File: config.mk
export PLATFORM = sky130hd
export DESIGN_NAME = sram_bank
export DESIGN_NICKNAME = d
export VERILOG_FILES = /design/src/rtl/sram_bank.sv
export SDC_FILE = /design/constraint.sdc
export NUM_CORES = 1
export LEC_CHECK = 0
export ABC_CLOCK_PERIOD_IN_PS = 7400
export BUFFER_PORTS_ARGS = -buffer_cell sky130_fd_sc_hd__buf_2
export CORE_UTILIZATION = 50
export CTS_CLUSTER_DIAMETER = 50
export DETAILED_ROUTE_END_ITERATION = 7
export PLACE_DENSITY = 0.73
export SLEW_MARGIN = 20
export SYNTH_ARGS = -nofsm -noshare
export SYNTH_HDL_FRONTEND = slang
export SYNTH_SLANG_ARGS = --single-unit
export TNS_END_PERCENT = 10
File: constraint.sdc
create_clock -name clk -period 7.4 [get_ports clk]
set_input_delay 1.11 -clock clk [delete_from_list [all_inputs] [get_ports clk]]
set_output_delay 1.11 -clock clk [all_outputs]
set_load 0.02 [all_outputs]
File: src/rtl/sram_bank.sv
// Parametrised single-port synchronous SRAM bank with byte enables, a registered
// read pipeline of RD_LAT stages, out-of-range detection and a post-reset zeroing sweep.
module sram_bank #(
  parameter int WIDTH  = 32,
  parameter int DEPTH  = 32,
  parameter int RD_LAT = 1,
  parameter int ADDR_W = $clog2(DEPTH)
) (
  input  logic               clk,
  input  logic               rst,
  input  logic               en,
  input  logic               wr,
  input  logic [WIDTH/8-1:0] be,
  input  logic [ADDR_W-1:0]  addr,
  input  logic [WIDTH-1:0]   wr_data,
  output logic [WIDTH-1:0]   rd_data,
  output logic               rd_valid,
  output logic               init_busy,
  output logic               err
);

  localparam int          NBYTES  = WIDTH / 8;
  localparam int unsigned DEPTH_U = DEPTH;

  localparam logic [0:0] S_INIT  = 1'b0;
  localparam logic [0:0] S_READY = 1'b1;

  if ((WIDTH % 8) != 0 || WIDTH < 8 || RD_LAT < 1 || RD_LAT > 4 || DEPTH < 2) begin : g_bad_params
    $fatal(1, "sram_bank: illegal parameters WIDTH=%0d DEPTH=%0d RD_LAT=%0d", WIDTH, DEPTH, RD_LAT);
  end

  logic [WIDTH-1:0]  mem [DEPTH];

  logic [0:0]        state_q, state_d;
  logic [ADDR_W-1:0] ptr_q, ptr_d;
  logic              err_q, err_d;

  logic              ready;
  logic              in_range;
  logic              ptr_last;
  logic              req_rd;
  logic              req_wr;
  logic [WIDTH-1:0]  word_sel;

  logic [WIDTH-1:0]  data_p [RD_LAT];
  logic              vld_p  [RD_LAT];

  assign ready    = (state_q == S_READY);
  assign in_range = (32'(addr) < DEPTH_U);
  assign ptr_last = (32'(ptr_q) == (DEPTH_U - 32'd1));
  assign req_wr   = ready & en & wr & in_range;
  assign req_rd   = ready & en & ~wr;
  // Out-of-range reads still travel the pipeline, carrying a zero word.
  assign word_sel = in_range ? mem[addr] : '0;

  always_comb begin
    state_d = state_q;
    ptr_d   = ptr_q;
    err_d   = en & (~ready | ~in_range);
    if (!ready) begin
      ptr_d = ptr_q + 1'b1;
      if (ptr_last) begin
        state_d = S_READY;
        ptr_d   = '0;
      end
    end
  end

  always_ff @(posedge clk) begin
    if (!ready) begin
      mem[ptr_q] <= '0;
    end else if (req_wr) begin
      for (int i = 0; i < NBYTES; i++) begin
        if (be[i]) mem[addr][8*i +: 8] <= wr_data[8*i +: 8];
      end
    end
  end

  always_ff @(posedge clk or posedge rst) begin
    if (rst) begin
      state_q <= S_INIT;
      ptr_q   <= '0;
      err_q   <= 1'b0;
      for (int i = 0; i < RD_LAT; i++) vld_p[i] <= 1'b0;
    end else begin
      state_q  <= state_d;
      ptr_q    <= ptr_d;
      err_q    <= err_d;
      vld_p[0] <= req_rd;
      for (int i = 1; i < RD_LAT; i++) vld_p[i] <= vld_p[i-1];
    end
  end

  // Read data pipeline: stage 0 captures at the request edge, later stages shift.
  always_ff @(posedge clk) begin
    if (req_rd) data_p[0] <= word_sel;
    for (int i = 1; i < RD_LAT; i++) data_p[i] <= data_p[i-1];
  end

  assign rd_valid  = vld_p[RD_LAT-1];
  assign rd_data   = rd_valid ? data_p[RD_LAT-1] : '0;
  assign init_busy = ~ready;
  assign err       = err_q;

endmodule

==> impl_results.md <==
- Run status: complete, no violations
- Critical Path Most Common Cell: buf_4
- WP data required: 7.79 ns
- Post-synthesis sequential area ratio: 75.2%
- Design Area, Final: 47600 µm²
- H-tree depth: 3
- Top cells by area, synth: edfxtp_1 75%, mux2i_1 12%, a22oi_1 1.7%
- Final nets: 2700
- Initial drt markers: 2549
- Final Hold Slack: 0.510 ns
- Total GRT Usage: 23.6%
- Critical path endpoint category: register
- Crit path buf inv count: 3
- Non-Filler Instances: 3876
- Dpl cells: 3678
- I/O pin count: 80
- Slew @ Worst Pin: 1.25 ns
- Layout cell share with drive strength beyond 1: 12.4%
- Slowest stage delay, CP: 0.88 ns
- Main flop type after synthesis: edfxtp_1
- First-pass GRT wire length: 150000 µm
- CTS clk-pin slew, worst paths: 0.06 ns
- #FFs+latches synth: 1064
- Synthesized area per cell: 16.5 µm²
- Max frequency: 0.240 GHz
- Cts hold-fix bufs: 0
- Final Hold Vio Count: 0
- Antenna violations before repair: 3
- Max clock buf depth: 3
- Die ar.: 86100 µm²
- Synthesis Warnings: 0
- # rows: 106
- Crit path max-delay family: buffers and inverters
- Syn Nets: 2616
- Final Setup Violations: 0
- Cells along the critical path: buf_8, buf_4, buf_4, mux2i_1, a22oi_1, a31oi_1, nand3_1
- Via density: 6.02
- Final min period: 4.17 ns
- Synth top area share: 74.7%
- WL final: 102000 µm
- First-pass DRT Iterations: 7
- CP max stage cell: buf_4
- R2r setup slk: 3.80 ns
- Skew final: 0.0132 ns
- Num CTS Buffers: 107
- CP max FO: 93
- CTS tree: built
- Post-CTS setup buffer count: 0
- Vias: 23300
- Worst min-delay path class: input pin to async pin
- Vias in the first global route: 23400
- Fillers: 6241
- Pwr per Cell Area: 264 nW/µm²
- Max IR drop VDD: 0.163 mV
- Number of synthesized flops with an enable pin: 1056
- DRC: 0
- Gpl congestion: 0.907
- Clock root buffer: clkbuf_16
- DIE HEIGHT: 293 µm
- Worst slew margin: 16.4%
- Final Cycle Share: 56.4%
- Static leakage: 18.3 nW
- RSZ-0062 raised after global routing: false
- Max Cap Viol: 0
- WL/cell: 26.3 µm
- Area of the mapped netlist: 42500 µm²
- Initial Utilization: 50.7%
- WS Path Type: input pin to register
- Yosys cell types: 38
- Area after DPL: 44100 µm²
- Overflow left after global routing: 0
- DP Wirelength: 61100 µm
- Worst endpoint data arrival time: 4.56 ns
- Post-synth ARST share: 0.752%
- Worst setup SP type: input pin
- PostCTS Resize Cnt: 0
- Core area: 83800 µm²
- Area delta synth->final: 12.1%
- Post-Syn Instances: 2569
- Setup TNS: 0 ns
- Die Width: 293 µm
- Leading area contributor after synthesis: edfxtp_1
- Largest net degree at the start of global routing: 144
- Clock Sinks: 1064
- Final ANT Viol Nets: 0
- Final Slew Violations: 0
- Port-buffer cells: 79
- Clk_lat worst skew: 0.67 ns
- Overall power: 12.6 mW
-- power breakdown --
part           switching, mW  internal (mW)
Clock                   2.23           3.12
Combinational          0.387          0.179
Sequential           0.00698           6.62
Total                   2.63           9.92
-- cell usage in the layout, fill, tap and decap left out, drive strengths merged, types with 7 or more instances in the layout --
cell type / netlist / routed
edfxtp: 1056 / 1056
mux2i: 513 / 513
buf: 89 / 139
nor2: 133 / 133
clkbuf: 75 / 127
nand2: 104 / 104
a21oi: 100 / 100
nand3: 100 / 100
a22oi: 96 / 96
and2: 67 / 67
a22o: 64 / 64
a31oi: 52 / 52
clkinv: 0 / 49
nor3: 43 / 43
nor4: 15 / 15
inv: 6 / 12
bufinv: 0 / 10
nor2b: 9 / 9
or2: 8 / 8
dfrtp: 8 / 8
a41oi: 8 / 8
nand2b: 7 / 7
-- state kept, by name (all words and copies together), names as in the netlist --
name and count:
ready 1, rd_valid 1, err 1, ptr_q 5
mem 1024, data_p 32
-- routing by layer --
| metal | up-vias | track usage, % | part of all wire, % |
|---|---|---|---|
| met4 | 0 | 8.82 | 3.2 |
| met5 | - | 0 | 0 |
| met3 | 197 | 4.71 | 8.9 |
| met1 | 11800 | 32.4 | 40 |
| li1 | 10200 | - | - |
| met2 | 1127 | 37.5 | 47 |
-- synthesized netlist by cell type (all sizes together), types with 15 or more instances --
| cell | n |
|---|---|
| edfxtp | 1056 |
| mux2i | 513 |
| nor2 | 133 |
| nand2 | 104 |
| a21oi | 100 |
| nand3 | 100 |
| a22oi | 96 |
| buf | 89 |
| clkbuf | 75 |
| and2 | 67 |
| a22o | 64 |
| a31oi | 52 |
| nor3 | 43 |
| nor4 | 15 |
-- cells by family after synthesis --
kind of cell / Yosys count / share of synthesized area (%)
AO/OA/AOI/OAI: 326 / 5.30
adder cells (fa/ha/maj): 2 / 0.0589
buffers and inverters: 170 / 1.82
flip-flops: 1064 / 75.2
multiplexers: 515 / 12.2
AND/OR/NAND/NOR: 492 / 5.50
-- final timing paths --
check	from	endpoint	cells past startpoint
worst max-delay path	addr[1]	data_p[0][13]	7
worst min-delay path	rst	ready	2
worst max register to register	ready	mem[26][23]	4
worst min register to register	ready	err	2
max in group asynchronous	rst	err	2
min in group clk	ready	err	2
-- final cells by class --
| cell class | instances | area, µm² | share of cell area (%) |
|---|---|---|---|
| well taps | 1134 | 1420 | 2.98 |
| diodes | 2 | 5.00 | 0.0105 |
| clock buffers | 127 | 2880 | 6.05 |
| flip-flops and latches | 1064 | 31900 | 67.0 |
| clock inverters | 69 | 626 | 1.31 |
| inverters | 6 | 22.5 | 0.0473 |
| multi-input cells | 1335 | 9870 | 20.7 |
| repair buffers | 139 | 868 | 1.82 |
-- through the flow --
step           setup slack (ns)  util, %
3_5_place_dp               2.62     52.6
4_1_cts                    3.29     56.8
2_1_floorplan              3.40        -
3_3_place_gp               2.79     52.6
5_1_grt                    3.06     56.8
6_report                   3.23     56.8
Note: power is estimated with default switching activity, not from simulation.
